**src/rtl/i2c_mon_pkg.sv**
```systemverilog
`default_nettype none
// ============================================================================
// Package  : i2c_mon_pkg
// Brief    : Shared types and constants for the I2C bus monitor.
// Revision : 1.0 - initial release
// ============================================================================
package i2c_mon_pkg;

    typedef enum logic [1:0] {
        MON_IDLE = 2'd0,
        MON_DATA = 2'd1,
        MON_ACK  = 2'd2
    } mon_state_t;

    localparam int I2C_BITS_PER_BYTE = 8;

endpackage : i2c_mon_pkg
`default_nettype wire

```
**src/rtl/i2c_line_filter.sv**
```systemverilog
`default_nettype none
// ============================================================================
// Module   : i2c_line_filter
// Brief    : Two-flop synchroniser followed by a FILT_DEPTH-sample majority-free
//            deglitcher; output moves only when every history entry agrees.
// Revision : 1.0 - initial release
// ============================================================================
module i2c_line_filter #(
    parameter int FILT_DEPTH = 3
) (
    input  logic clk,
    input  logic rst_n,
    input  logic pad,
    output logic filt
);

    logic                  r_sync1;
    logic                  r_sync2;
    logic [FILT_DEPTH-1:0] r_hist;
    logic                  r_filt;

    // Reset level is 1 on every stage so an idle bus produces no edges.
    always_ff @(posedge clk or negedge rst_n) begin
        if (!rst_n) begin
            r_sync1 <= 1'b1;
            r_sync2 <= 1'b1;
            r_hist  <= '1;
            r_filt  <= 1'b1;
        end else begin
            r_sync1   <= pad;
            r_sync2   <= r_sync1;
            r_hist[0] <= r_sync2;
            for (int i = 1; i < FILT_DEPTH; i++) begin
                r_hist[i] <= r_hist[i-1];
            end
            if (&r_hist) begin
                r_filt <= 1'b1;
            end else if (~|r_hist) begin
                r_filt <= 1'b0;
            end
        end
    end

    assign filt = r_filt;

endmodule : i2c_line_filter
`default_nettype wire

```
**src/rtl/i2c_bus_monitor.sv**
```systemverilog
`default_nettype none
// ============================================================================
// Module   : i2c_bus_monitor
// Brief    : Passive I2C sniffer: decodes START/RSTART/STOP, bytes, address,
//            ACK, and flags protocol errors with a saturating error counter.
// Revision : 1.0 - initial release
// ============================================================================
module i2c_bus_monitor
    import i2c_mon_pkg::*;
#(
    parameter int FILT_DEPTH = 3,
    parameter int TIMEOUT    = 1000,
    parameter int CNT_W      = 8
) (
    input  logic             wb_clk_i,
    input  logic             wb_rst_ni,
    input  logic             scl_pad_i,
    input  logic             sda_pad_i,
    output logic             start_o,
    output logic             rstart_o,
    output logic             stop_o,
    output logic             busy_o,
    output logic             byte_valid_o,
    output logic [7:0]       byte_o,
    output logic             addr_valid_o,
    output logic [6:0]       addr_o,
    output logic             rw_o,
    output logic             ack_valid_o,
    output logic             ack_o,
    output logic             err_misplaced_o,
    output logic             err_timeout_o,
    output logic             err_sim_o,
    output logic [CNT_W-1:0] err_cnt_o
);

    localparam int               TMO_W      = $clog2(TIMEOUT + 1);
    localparam logic [TMO_W-1:0] c_tmo_last = TMO_W'(TIMEOUT - 1);
    localparam logic [3:0]       c_last_bit = 4'(I2C_BITS_PER_BYTE - 1);

    // ------------------------------------------------------------------
    // Line conditioning and edge detection
    // ------------------------------------------------------------------
    logic w_scl_f;
    logic w_sda_f;
    logic r_scl_d;
    logic r_sda_d;

    i2c_line_filter #(.FILT_DEPTH(FILT_DEPTH)) u_scl_filt (
        .clk   (wb_clk_i),
        .rst_n (wb_rst_ni),
        .pad   (scl_pad_i),
        .filt  (w_scl_f)
    );

    i2c_line_filter #(.FILT_DEPTH(FILT_DEPTH)) u_sda_filt (
        .clk   (wb_clk_i),
        .rst_n (wb_rst_ni),
        .pad   (sda_pad_i),
        .filt  (w_sda_f)
    );

    always_ff @(posedge wb_clk_i or negedge wb_rst_ni) begin
        if (!wb_rst_ni) begin
            r_scl_d <= 1'b1;
            r_sda_d <= 1'b1;
        end else begin
            r_scl_d <= w_scl_f;
            r_sda_d <= w_sda_f;
        end
    end

    logic w_scl_rise;
    logic w_sim;
    logic w_start_cond;
    logic w_stop_cond;

    // Requiring SCL high on both samples excludes simultaneous changes.
    assign w_scl_rise   = w_scl_f & ~r_scl_d;
    assign w_sim        = (w_scl_f ^ r_scl_d) & (w_sda_f ^ r_sda_d);
    assign w_start_cond = r_sda_d & ~w_sda_f & r_scl_d & w_scl_f;
    assign w_stop_cond  = ~r_sda_d & w_sda_f & r_scl_d & w_scl_f;

    // ------------------------------------------------------------------
    // State and datapath registers
    // ------------------------------------------------------------------
    mon_state_t r_state, w_state_nxt;

    logic [6:0]       r_shift,      w_shift_nxt;
    logic [3:0]       r_bit_cnt,    w_bit_cnt_nxt;
    logic [3:0]       r_cnt_hi,     w_cnt_hi_nxt;
    logic             r_first,      w_first_nxt;
    logic [7:0]       r_byte,       w_byte_nxt;
    logic [6:0]       r_addr,       w_addr_nxt;
    logic             r_rw,         w_rw_nxt;
    logic             r_ack,        w_ack_nxt;
    logic             r_start,      w_start_nxt;
    logic             r_rstart,     w_rstart_nxt;
    logic             r_stop,       w_stop_nxt;
    logic             r_byte_valid, w_byte_valid_nxt;
    logic             r_addr_valid, w_addr_valid_nxt;
    logic             r_ack_valid,  w_ack_valid_nxt;
    logic             r_err_mis,    w_err_mis_nxt;
    logic             r_err_tmo,    w_err_tmo_nxt;
    logic             r_err_sim,    w_err_sim_nxt;
    logic [TMO_W-1:0] r_tmo_cnt;
    logic [CNT_W-1:0] r_err_cnt;

    logic [7:0] w_shift_in;
    logic       w_tmo_hit;
    logic       w_mid_byte;
    logic       w_any_err;

    assign w_shift_in = {r_shift, w_sda_f};
    assign w_tmo_hit  = (r_state != MON_IDLE) && !w_scl_f && (r_tmo_cnt == c_tmo_last);
    // START/STOP live inside an SCL-high phase whose rising edge is not a
    // real data bit, so judge placement by the count before that rise.
    assign w_mid_byte = (r_cnt_hi != 4'd0);
    assign w_any_err  = w_err_mis_nxt | w_err_tmo_nxt | w_err_sim_nxt;

    always_ff @(posedge wb_clk_i or negedge wb_rst_ni) begin
        if (!wb_rst_ni) begin
            r_state <= MON_IDLE;
        end else begin
            r_state <= w_state_nxt;
        end
    end

    always_comb begin
        w_state_nxt      = r_state;
        w_shift_nxt      = r_shift;
        w_bit_cnt_nxt    = r_bit_cnt;
        w_cnt_hi_nxt     = r_cnt_hi;
        w_first_nxt      = r_first;
        w_byte_nxt       = r_byte;
        w_addr_nxt       = r_addr;
        w_rw_nxt         = r_rw;
        w_ack_nxt        = r_ack;
        w_start_nxt      = 1'b0;
        w_rstart_nxt     = 1'b0;
        w_stop_nxt       = 1'b0;
        w_byte_valid_nxt = 1'b0;
        w_addr_valid_nxt = 1'b0;
        w_ack_valid_nxt  = 1'b0;
        w_err_mis_nxt    = 1'b0;
        w_err_tmo_nxt    = w_tmo_hit;
        w_err_sim_nxt    = w_sim;

        case (r_state)
            MON_IDLE: begin
                if (w_start_cond) begin
                    w_state_nxt   = MON_DATA;
                    w_bit_cnt_nxt = 4'd0;
                    w_cnt_hi_nxt  = 4'd0;
                    w_first_nxt   = 1'b1;
                    w_start_nxt   = 1'b1;
                end
            end
            MON_DATA, MON_ACK: begin
                if (w_tmo_hit) begin
                    w_state_nxt   = MON_IDLE;
                    w_bit_cnt_nxt = 4'd0;
                end else if (w_start_cond) begin
                    w_state_nxt   = MON_DATA;
                    w_rstart_nxt  = 1'b1;
                    w_err_mis_nxt = w_mid_byte;
                    w_bit_cnt_nxt = 4'd0;
                    w_cnt_hi_nxt  = 4'd0;
                    w_first_nxt   = 1'b1;
                end else if (w_stop_cond) begin
                    w_state_nxt   = MON_IDLE;
                    w_stop_nxt    = 1'b1;
                    w_err_mis_nxt = w_mid_byte;
                    w_bit_cnt_nxt = 4'd0;
                end else if (w_scl_rise) begin
                    w_cnt_hi_nxt = r_bit_cnt;
                    if (r_state == MON_DATA) begin
                        w_shift_nxt   = w_shift_in[6:0];
                        w_bit_cnt_nxt = r_bit_cnt + 4'd1;
                        if (r_bit_cnt == c_last_bit) begin
                            w_state_nxt      = MON_ACK;
                            w_byte_valid_nxt = 1'b1;
                            w_byte_nxt       = w_shift_in;
                            if (r_first) begin
                                w_addr_valid_nxt = 1'b1;
                                w_addr_nxt       = w_shift_in[7:1];
                                w_rw_nxt         = w_shift_in[0];
                            end
                        end
                    end else begin
                        w_state_nxt     = MON_DATA;
                        w_ack_valid_nxt = 1'b1;
                        w_ack_nxt       = ~w_sda_f;
                        w_first_nxt     = 1'b0;
                        w_bit_cnt_nxt   = 4'd0;
                    end
                end
            end
            default: begin
                w_state_nxt = MON_IDLE;
            end
        endcase
    end

    always_ff @(posedge wb_clk_i or negedge wb_rst_ni) begin
        if (!wb_rst_ni) begin
            r_shift      <= '0;
            r_bit_cnt    <= '0;
            r_cnt_hi     <= '0;
            r_first      <= 1'b0;
            r_byte       <= '0;
            r_addr       <= '0;
            r_rw         <= 1'b0;
            r_ack        <= 1'b0;
            r_start      <= 1'b0;
            r_rstart     <= 1'b0;
            r_stop       <= 1'b0;
            r_byte_valid <= 1'b0;
            r_addr_valid <= 1'b0;
            r_ack_valid  <= 1'b0;
            r_err_mis    <= 1'b0;
            r_err_tmo    <= 1'b0;
            r_err_sim    <= 1'b0;
        end else begin
            r_shift      <= w_shift_nxt;
            r_bit_cnt    <= w_bit_cnt_nxt;
            r_cnt_hi     <= w_cnt_hi_nxt;
            r_first      <= w_first_nxt;
            r_byte       <= w_byte_nxt;
            r_addr       <= w_addr_nxt;
            r_rw         <= w_rw_nxt;
            r_ack        <= w_ack_nxt;
            r_start      <= w_start_nxt;
            r_rstart     <= w_rstart_nxt;
            r_stop       <= w_stop_nxt;
            r_byte_valid <= w_byte_valid_nxt;
            r_addr_valid <= w_addr_valid_nxt;
            r_ack_valid  <= w_ack_valid_nxt;
            r_err_mis    <= w_err_mis_nxt;
            r_err_tmo    <= w_err_tmo_nxt;
            r_err_sim    <= w_err_sim_nxt;
        end
    end

    // ------------------------------------------------------------------
    // SCL-low timeout and error counter
    // ------------------------------------------------------------------
    always_ff @(posedge wb_clk_i or negedge wb_rst_ni) begin
        if (!wb_rst_ni) begin
            r_tmo_cnt <= '0;
        end else if ((r_state == MON_IDLE) || w_scl_f || w_tmo_hit) begin
            r_tmo_cnt <= '0;
        end else begin
            r_tmo_cnt <= r_tmo_cnt + TMO_W'(1);
        end
    end

    always_ff @(posedge wb_clk_i or negedge wb_rst_ni) begin
        if (!wb_rst_ni) begin
            r_err_cnt <= '0;
        end else if (w_any_err && (r_err_cnt != '1)) begin
            r_err_cnt <= r_err_cnt + CNT_W'(1);
        end
    end

    assign start_o         = r_start;
    assign rstart_o        = r_rstart;
    assign stop_o          = r_stop;
    assign busy_o          = (r_state != MON_IDLE);
    assign byte_valid_o    = r_byte_valid;
    assign byte_o          = r_byte;
    assign addr_valid_o    = r_addr_valid;
    assign addr_o          = r_addr;
    assign rw_o            = r_rw;
    assign ack_valid_o     = r_ack_valid;
    assign ack_o           = r_ack;
    assign err_misplaced_o = r_err_mis;
    assign err_timeout_o   = r_err_tmo;
    assign err_sim_o       = r_err_sim;
    assign err_cnt_o       = r_err_cnt;

endmodule : i2c_bus_monitor
`default_nettype wire

```
**config.mk**
```make
export PLATFORM = sky130hd
export DESIGN_NAME = i2c_bus_monitor
export DESIGN_NICKNAME = d
export VERILOG_FILES = /design/src/rtl/i2c_mon_pkg.sv /design/src/rtl/i2c_line_filter.sv /design/src/rtl/i2c_bus_monitor.sv
export SDC_FILE = /design/constraint.sdc
export NUM_CORES = 1
export LEC_CHECK = 0
export CAP_MARGIN = 10
export CORE_MARGIN = 10
export CORE_UTILIZATION = 50
export DETAILED_ROUTE_END_ITERATION = 12
export HOLD_SLACK_MARGIN = 0.06
export PLACE_DENSITY_LB_ADDON = 0.25
export SLEW_MARGIN = 15
export SYNTH_ARGS = -nofsm -noshare
export SYNTH_HDL_FRONTEND = slang
export SYNTH_SLANG_ARGS = --single-unit
```
**constraint.sdc**
```tcl
create_clock -name wb_clk_i -period 2.37 [get_ports wb_clk_i]
set_clock_uncertainty 0.15 [all_clocks]
set_input_delay 0.5925 -clock wb_clk_i [delete_from_list [all_inputs] [get_ports wb_clk_i]]
set_output_delay 0.5925 -clock wb_clk_i [all_outputs]
set_load 0.02 [all_outputs]
```
-- After elaboration in Yosys (flattened, before gate mapping)
Cells that the tools add are included.
- mux-type cells: 65
- add/sub/neg operators: 3
- reductions and logical operators: 23
- bitwise gates (word level): 19
- eq/ne operators: 14
- operator list (kind ; number):
    $mux 1 ; 43
    $mux 4 ; 10
    $reduce_and 6->1 ; 3
    $pmux 4 s2 ; 2
    $mux 2 ; 7
    $reduce_and 3->1 ; 4
    $add 10x1->10 const B ; 1
    $eq 10x10->1 const B ; 1
    $mux 10 ; 1
    $ne 3x3->1 const B ; 3
    $add 8x1->8 const B ; 1
    $and 1x1->1 ; 8
    $ne 8x8->1 const B ; 1
    $reduce_and 8->1 ; 1
    $not 1->1 ; 7
    $reduce_and 7->1 ; 1
    $ne 6x6->1 const B ; 1
    $reduce_or 3->1 ; 2
    $ne 5x5->1 const B ; 1
    $reduce_and 5->1 ; 1
    $add 4x1->4 const B ; 1
    $eq 4x3->1 const B ; 1
    $ne 2x1->1 const B ; 2
    $ne 2x2->1 const B ; 2
    other kinds (13) ; 19
- input port bits: 4
- output and inout port bits: 35
- logic and storage cells: 154
- register bits after elaboration: 76

-- Logic depth before layout (Yosys ltp)
Gate-level depths: netlist of run 1.
- word-level depth: 11
- depth in mapped cells: 9
- gate-level depth less buffers: 7

-- Cells and area by module
From an unflattened synthesis of run 1, not the netlist that was laid out.
- cell total of the unflattened synthesis: 263
- area total of the unflattened synthesis: 3342.0 um^2
- by module, submodules not included (module ; area an instance (um^2) ; cells each ; times used ; seq. area each (um^2)):
    i2c_bus_monitor ; 2989.1 ; 243 ; 1 ; 1604.0
    i2c_line_filter ; 176.4 ; 10 ; 2 ; 157.7

-- Worst setup path after synthesis of run 1
OpenSTA, ideal clock, no wires.
- path type: register to register
- start point: register u_sda_filt.r_filt (netlist: u_sda_filt.filt)
- end point: register r_addr[0] (netlist: addr_o[0])
- buffers on the path: 1
- slack: 0.080 ns
- data required time: 2.095 ns
- clock period less this slack: 2.290 ns
- stages on the path, launching flop included: 9
- library setup time: 0.125 ns
- arrival time: 2.015 ns
- path through: dfstp_2 -> inv_1 -> ha_1 -> o211ai_1 -> nand2_1 -> nor4_1 -> and2_1 -> buf_6 -> mux2_4
- word-level cells in the longest chain between the ends: 6
- elaborated cells on any way between the ends: 10
- classes of those cells: bitwise (9); reduce/logical (1)
- RTL lines (what ; line ; text):
    start, declared ; i2c_line_filter.sv:20 ; logic r_filt;
    start signal, assigned ; i2c_line_filter.sv:28 ; r_filt <= 1'b1;
    start signal, assigned ; i2c_line_filter.sv:37 ; r_filt <= 1'b1;
    start signal, assigned ; i2c_line_filter.sv:39 ; r_filt <= 1'b0;
    $not 1->1 ; i2c_bus_monitor.sv:80 ; assign w_start_cond = r_sda_d & ~w_sda_f & r_scl_d & w_scl_f;
    $and 1x1->1 (3 in a row) ; i2c_bus_monitor.sv:80 ;
    $not 1->1 (no line) ; n/a ;
    $reduce_and 8->1 (no line) (*) ; n/a ;
    end signal, assigned ; i2c_bus_monitor.sv:229 ; r_addr <= w_addr_nxt;
    end, declared ; i2c_bus_monitor.sv:93 ; logic [6:0] r_addr, w_addr_nxt;
Mark *: on every way between the ends. The rest lies on a longest branch, timed or not.
A chain may end at the register's enable or synchronous reset.

-- Worst setup path in the final report of run 1
- start point: register r_sda_d
- end point: register r_err_cnt[1] (netlist: err_cnt_o[1])
- word-level cells in the longest chain between the ends: 11
- elaborated cells on any way between the ends: 16
- classes of those cells: mux (4); bitwise (11); reduce/logical (1)
- RTL lines (what ; line ; text):
    start, declared ; i2c_bus_monitor.sv:46 ; logic r_sda_d;
    start signal, assigned ; i2c_bus_monitor.sv:68 ; r_sda_d <= w_sda_f;
    $not 1->1 ; i2c_bus_monitor.sv:81 ; assign w_stop_cond = ~r_sda_d & w_sda_f & r_scl_d & w_scl_f;
    $and 1x1->1 (3 in a row) ; i2c_bus_monitor.sv:81 ;
    $mux 1 ; i2c_bus_monitor.sv:169 ; end else if (w_stop_cond) begin
    $mux 1 (*) ; i2c_bus_monitor.sv:162 ; end else if (w_start_cond) begin
    $mux 1 (*) ; i2c_bus_monitor.sv:159 ; if (w_tmo_hit) begin
    $mux 1 (*) ; i2c_bus_monitor.sv:148 ; case (r_state)
    net w_err_mis_nxt ; i2c_bus_monitor.sv:102 ; logic r_err_mis, w_err_mis_nxt;
    $or 1x1->1 (*) (2 in a row) ; i2c_bus_monitor.sv:118 ; assign w_any_err = w_err_mis_nxt | w_err_tmo_nxt | w_err_sim_nxt;
    $logic_and 1x1->1 (*) ; i2c_bus_monitor.sv:260 ; end else if (w_any_err && (r_err_cnt != '1)) begin
    end signal, assigned ; i2c_bus_monitor.sv:261 ; r_err_cnt <= r_err_cnt + CNT_W'(1);
    end, declared ; i2c_bus_monitor.sv:106 ; logic [CNT_W-1:0] r_err_cnt;
The timed path passes the listed nets; every way through them passes the cells marked *.

==> metrics.md, run 1 <==
| Metric | Value |
|---|---|
| Status | `complete, no violations` |
| Synthesized flop and latch total | `76` |
| Final setup viols | `0` |
| TritonCTS Buffers | `9` |
| Leakage | `1.832 nW` |
| Buf+Inv Stages, Crit Path | `2` |
| Pwr Density | `828.0 nW/um2` |
| Die span in x | `100.5 um` |
| 1st-iter DRT viols | `76` |
| Met1 usage | `0.1487` |
| Core Area | `6314 um2` |
| Critical path class | `reg2reg` |
| Hold WC Path Type | `reg2reg` |
| Post-synth EDFFs | `0` |
| Hpwl dp | `4336 um` |
| Max Cap Viol | `0` |
| Finished Core Util | `0.6514` |
| Critical path, cell by cell | `inv_2 -> ha_4 -> o211ai_1 -> buf_4 -> nor2_2 -> or3_4 -> nand2_4 -> mux2_1` |
| Grt total ovfl | `0` |
| Top_reg_cell synth | `dfrtp_1` |
| Synthesis-to-layout area growth | `26.86%` |
| Slew @ Worst Pin | `0.4711 ns` |
| Routed Antenna Nets | `0` |
| Clock transition at path regs | `0.07 ns` |
| Peak VDD IR | `674.5 uV` |
| Total power | `0.003405 W` |
| Die height | `100.5 um` |
| Vias post-DR | `2105` |
| Crit path required time | `2.45 ns` |
| Post-Syn Area | `3242 um2` |
| Final WL | `6025 um` |
| Sequential area share after synthesis | `0.5920` |
| Post-synthesis net count | `271` |
| DIE AREA | `10100 um2` |
| CTS tree | `done` |
| DR pass1 iterations | `5` |
| Most frequent cells in the layout | `61 x dfrtp_1, 36 x clkdlybuf4s50_1, 16 x mux2_2, 16 x buf_4` |
| Clock buffer depth | `2` |
| GRT busiest layer | `met2` |
| Slowest CP cell | `dfstp_2` |
| Synth Instances | `257` |
| Crit-path max cell delay | `0.56 ns` |
| GPL Wtd Cong | `0.8548` |
| Slew margin rel. | `0.6818` |
| Boundary Pins | `39` |
| Critical Path End Type | `flip-flop` |
| Layout cells sized above 1 | `0.2755` |
| Synth unique cells | `47` |
| Fin. Hold Viols | `0` |
| Clk sinks | `76` |
| Fin crit period | `2.255 ns` |
| FMAX | `443.4 MHz` |
| M2 GR Usage | `0.1958` |
| Fin crit share | `0.9516` |
| CP arrival | `2.33 ns` |
| PortBufs | `38` |
| Per-cell routed wire length | `15.06 um` |
| Post-synth ARST share | `1.000` |
| Critical Path Start Type | `flip-flop` |
| N_diodes | `0` |
| # nets final | `332` |
| Final slew viol count | `0` |
| Clk_lat worst skew | `0.34 ns` |
| H-tree lvl count | `3` |
| Pin count of the biggest net entering global routing | `61` |
| CP top delay family | `flip-flops` |
| Vias/cell | `5.263` |
| Vias in the first global route | `2104` |
| Row count | `29` |
| Setup TNS | `0 ns` |
| Total track usage | `0.1256` |
| First-pass GRT wire length | `10060 um` |
| Clk root buf | `clkbuf_8` |
| Initial antenna violation count | `0` |
| Average size of a mapped cell | `12.61 um2` |
| # DRC | `0` |
| Commonest non-fill, non-tap cell in the layout | `dfrtp_1` |
| Critical Path Fanout Max | `3` |
| Starting Density | `0.5135` |
| Ys Warns | `0` |
| Met3 Use GR | `0.04390` |
## registers in the layout, summed over array words and instances (netlist names), 3 cells and up
signal and count:
u_scl_filt.r_hist 3, byte_o 8, r_cnt_hi 4, addr_o 7
r_shift 7, r_tmo_cnt 10, err_cnt_o 8, r_bit_cnt 4
u_sda_filt.r_hist 3
## cell usage after synthesis (4+ instances only)
master,instances,share of area
dfrtp_1,62,0.48
xnor2_1,8,0.022
nand3_1,8,0.012
mux2_2,16,0.056
nand2_1,16,0.019
a21oi_1,12,0.019
and3_1,6,0.012
nor2_1,13,0.015
ha_1,10,0.039
o21ai_0,13,0.020
dfstp_2,14,0.11
or3_1,4,0.0077
mux2_4,8,0.037
inv_1,11,0.013
## worst paths after layout
path	start	endpoint	slack (ns)	depth (start not counted)
min reg2reg	u_scl_filt.r_sync2	u_scl_filt.r_hist[0]	0.21	0
min	u_scl_filt.r_sync2	u_scl_filt.r_hist[0]	0.21	0
min in group asynchronous	wb_rst_ni	r_tmo_cnt[0]	0.50	2
max	r_sda_d	err_cnt_o[1]	0.11	8
max reg2reg	r_sda_d	err_cnt_o[1]	0.11	8
max in group asynchronous	wb_rst_ni	u_scl_filt.r_sync2	0.96	3
## where the power goes
part           switching, W  total, W  internal [W]
Combinational      0.000442  0.000858      0.000416
Clock              0.000440  0.000948      0.000508
Sequential         0.000146   0.00160       0.00145
## cell type report
class	instances	area (um2)
Clock inverter	5	51.30
Clock buffer	11	141.4
Inverter	11	41.29
Sequential cell	76	1921
Fill cell	485	2201
Multi-Input combinational cell	162	1306
Timing Repair Buffer	58	555.5
Tap cell	77	96.34
## cell families after synthesis
group                    Yosys count  synth area share
flip-flops                        76            0.5920
AND/OR/NAND/NOR                   73            0.1320
AO/OA/AOI/OAI                     43           0.08144
multiplexers                      27            0.1027
buffers and inverters             19           0.02895
adder cells (fa/ha/maj)           10           0.03860
XOR/XNOR                           9           0.02432
## per-layer routing
layer | up-vias | share of wire | wire length (um)
li1 | 1040 | - | -
met3 | 9 | 0.051 | 310
met5 | - | 0 | 0
met4 | 0 | 0.018 | 110
met2 | 35 | 0.49 | 2973
met1 | 1021 | 0.44 | 2630
## what timing repair did
item                       CTS  global route
hold buffers                 1             0
setup buffers                0             1
pin swaps                    0             7
resized for setup            1            17
cloned                       0             1
hold endpoints to repair    16             0
setup endpoints to repair    1            32
## stage by stage
| stage | hold slack [ns] | instances | area (um2) | setup slack (ns) |
|---|---|---|---|---|
| after floorplan | 0.1469 | 257 | 3242 | 0.08001 |
| after global placement | 0.1954 | 381 | 3822 | 0.08368 |
| after detailed placement | 0.1968 | 381 | 3822 | 0.04210 |
| after CTS | 0.2073 | 398 | 4024 | 0.02710 |
| after global routing | 0.2116 | 400 | 4113 | -0.006067 |
| final | 0.2065 | 400 | 4113 | 0.1147 |
Power figures use the tool's default switching activity.
==> run 2, diff against run 1 <==
PLACE_DENSITY = 0.76   (was not set)
PLACE_DENSITY_LB_ADDON = not set   (was 0.25)
==> run 2 against run 1 <==
Against the previous run:
- first-iteration DRC count up 11%
- via count up 4.4%
- wire length up 10%
- sequential share of layout area down 0.89 points
- fmax down 2.4%
- critical path type unchanged
- critical endpoint is now rw_o
- largest power group unchanged
- highest routed layer unchanged
==> metrics.md, run 2 (synthesis results as in run 1) <==
| Metric | Value |
|---|---|
| Hpwl dp | `4574 um (was 4336 um)` |
| Crit-path max cell delay | `0.54 ns (was 0.56 ns)` |
| Vias in the first global route | `2250 (was 2104)` |
| Reg-to-Reg End | `rw_o (was err_cnt_o[1])` |
| DR pass1 iterations | `4 (was 5)` |
| Boundary Pins | `39 (unchanged)` |
| Die height | `100.5 um (unchanged)` |
| TritonCTS Buffers | `9 (unchanged)` |
| Status | `complete, no violations (unchanged)` |
| Clk root buf | `clkbuf_8 (unchanged)` |
| Reg with most FFs | `r_tmo_cnt (unchanged)` |
| Placement Cell Area | `3882 um2 (was 3822 um2)` |
| Routed Antenna Nets | `0 (unchanged)` |
| Core Area | `6314 um2 (unchanged)` |
| # nets final | `344 (was 332)` |
| Part of the power in registers | `0.454 (was 0.470)` |
| Clock buffer depth | `2 (unchanged)` |
| Total track usage | `0.1378 (was 0.1256)` |
| Die span in x | `100.5 um (unchanged)` |
| Hold WC Path Type | `reg2reg (unchanged)` |
| Layout cells sized above 1 | `0.3015 (was 0.2755)` |
| Final Non-Filler Cells | `412 (was 400)` |
| Hold depth | `0 (unchanged)` |
| Slew @ Worst Pin | `0.3910 ns (was 0.4711 ns)` |
| Per-cell routed wire length | `16.12 um (was 15.06 um)` |
| Vias/cell | `5.333 (was 5.263)` |
| Max reg flops | `10 (unchanged)` |
| RR Startpoint | `u_sda_filt.filt (was r_sda_d)` |
| Finished Core Util | `0.6641 (was 0.6514)` |
| Fin crit period | `2.311 ns (was 2.255 ns)` |
| Peak VDD IR | `586.3 uV (was 674.5 uV)` |
| Comb pwr share | `0.265 (was 0.252)` |
| Max Cap Viol | `0 (unchanged)` |
| Commonest non-fill, non-tap cell in the layout | `dfrtp_1 (unchanged)` |
| Critical Path Start Type | `flip-flop (unchanged)` |
| Clock transition at path regs | `0.07 ns (about the same)` |
| Internal power | `0.002457 W (was 0.002378 W)` |
| Synthesis-to-layout area growth | `29.33% (was 26.86%)` |
| # DRC | `0 (unchanged)` |
| Critical path, cell by cell | `inv_2 -> ha_4 -> o211ai_1 -> nand2_2 -> buf_6 -> nor4_4 -> and2_4 -> mux2_4 (was inv_2 -> ha_4 -> o211ai_1 -> buf_4 -> nor2_2 -> or3_4 -> nand2_4 -> mux2_1)` |
| Fin. Hold Viols | `0 (unchanged)` |
| Most frequent cells in the layout | `61 x dfrtp_1, 36 x clkdlybuf4s50_1, 26 x buf_4 (was 61 x dfrtp_1, 36 x clkdlybuf4s50_1, 16 x mux2_2, 16 x buf_4)` |
| DIE AREA | `10100 um2 (unchanged)` |
| Clk_lat worst skew | `0.35 ns (was 0.34 ns)` |
| CP top delay family | `simple AND/OR/NAND/NOR gates (was flip-flops)` |
| Buf+Inv Stages, Crit Path | `2 (unchanged)` |
| Row count | `29 (unchanged)` |
| Vias post-DR | `2197 (was 2105)` |
| Pin count of the biggest net entering global routing | `49 (was 61)` |
| Fin crit share | `0.9751 (was 0.9516)` |
| CTS tree | `done (unchanged)` |
| Critical Path End Type | `flip-flop (unchanged)` |
| Clk sinks | `76 (unchanged)` |
| Slowest CP cell | `dfstp_2 (unchanged)` |
| Initial antenna violation count | `0 (unchanged)` |
| Hold slack | `0.2066 ns (was 0.2065 ns)` |
| Final WL | `6640 um (was 6025 um)` |
| Placed Instances | `389 (was 381)` |
| CP arrival | `2.39 ns (was 2.33 ns)` |
| Grt total ovfl | `0 (unchanged)` |
| Critical path class | `reg2reg (unchanged)` |
| Pwr Density | `840.0 nW/um2 (was 828.0 nW/um2)` |
| FMAX | `432.7 MHz (was 443.4 MHz)` |
| Fill cell count | `477 (was 485)` |
| Design area | `4193 um2 (was 4113 um2)` |
| H-tree lvl count | `3 (unchanged)` |
| Sw Share | `0.3024 (was 0.3017)` |
| Reg2reg path depth | `8 (unchanged)` |
| Slew margin rel. | `0.7394 (was 0.6818)` |
| GPL Wtd Cong | `0.8598 (was 0.8548)` |
| Final setup viols | `0 (unchanged)` |
| R2r setup slk | `0.06 ns (was 0.11 ns)` |
| Starting Density | `0.5135 (unchanged)` |
| N_diodes | `0 (unchanged)` |
| First-pass GRT wire length | `11150 um (was 10060 um)` |
| Min-delay src | `u_scl_filt.r_sync2 (unchanged)` |
| Crit path required time | `2.45 ns (about the same)` |
| Clock network power share | `0.282 (was 0.278)` |
| Net switching power | `0.001065 W (was 0.001027 W)` |
| Hold Path Sink | `u_scl_filt.r_hist[0] (unchanged)` |
| PortBufs | `38 (unchanged)` |
| Final slew viol count | `0 (unchanged)` |
| Leakage | `1.908 nW (was 1.832 nW)` |
| Critical Path Fanout Max | `5 (was 3)` |
| 1st-iter DRT viols | `84 (was 76)` |
[run 2: changes by cell type in the layout (fill, tap and decap cells not counted), sizes merged]
| cell | before | now |
|---|---|---|
| and2 | 3 | 4 |
| buf | 20 | 31 |
| clkinv | 3 | 2 |
| dlygate4sd2 | 1 | 0 |
| inv | 11 | 12 |
| clkinvlp | 1 | 0 |
| clkbuf | 11 | 13 |
[run 2: power by group through the flow]
| stage | Sequential, W | Clock [W] | Combinational, W |
|---|---|---|---|
| finish | 0.00160 | 0.000992 | 0.000932 |
| global route | 0.00163 | 0.00109 | 0.00102 |
| CTS | 0.00159 | 0.00102 | 0.000867 |
| detailed placement | 0.00161 | 0 | 0.000851 |
| global placement | 0.00161 | 0 | 0.000836 |
| floorplan | 0.00164 | 0 | 0.000433 |
[run 2: through the flow]
stage	total power, W	setup WS, ns	setup TNS, ns
detailed placement	0.002461	-0.2027	-1.590
global placement	0.002442	-0.08966	-0.7135
finish	0.003522	0.05909	0
floorplan	0.002073	0.08001	0
CTS	0.003480	0.03529	0
global route	0.003733	-0.04640	-0.4540
[run 2: metal layers]
metal / track usage / share of wire
met1: 0.1717 / 0.43
met5: 0 / 0
met2: 0.2097 / 0.50
met3: 0.06310 / 0.062
met4: 0.04022 / 0.014
[run 2: worst max-delay path by stage]
stage | endpoint | depth (start not counted) | slack, ns | from
after CTS | busy_o | 5 | 0.04 | r_state[0]
after global placement | addr_o[3] | 7 | -0.09 | r_sda_d
after global routing | addr_o[3] | 8 | -0.05 | r_sda_d
after floorplan | addr_o[0] | 8 | 0.08 | u_sda_filt.filt
final | rw_o | 8 | 0.06 | u_sda_filt.filt
after detailed placement | addr_o[6] | 7 | -0.20 | r_sda_d
[run 2: worst register-to-register path, stage by stage, from the launching register on]
cell      delay, ns
dfstp_2        0.54
inv_2          0.05
ha_4           0.15
o211ai_1       0.25
nand2_2        0.11
buf_6          0.14
nor4_4         0.23
and2_4         0.28
mux2_4         0.31
[run 2: layout make-up]
| class | count | area (um2) | share of cell area |
|---|---|---|---|
| clock inverter | 4 | 46.29 | 0.01104 |
| multi-input combinational | 163 | 1289 | 0.3074 |
| sequential | 76 | 1921 | 0.4581 |
| tap | 77 | 96.34 | 0.02298 |
| inverter | 11 | 41.29 | 0.009848 |
| timing repair buffer | 69 | 644.4 | 0.1537 |
| clock buffer | 12 | 155.1 | 0.03700 |
[run 2: timing repair]
item	4_1_cts	5_1_grt
endpoints found under the setup margin	10	22
setup buffers	0	5
hold buffers	1	0
gates cloned	0	1
gates resized for setup	4	17
endpoints found under the hold margin	28	0
pin swaps	1	8
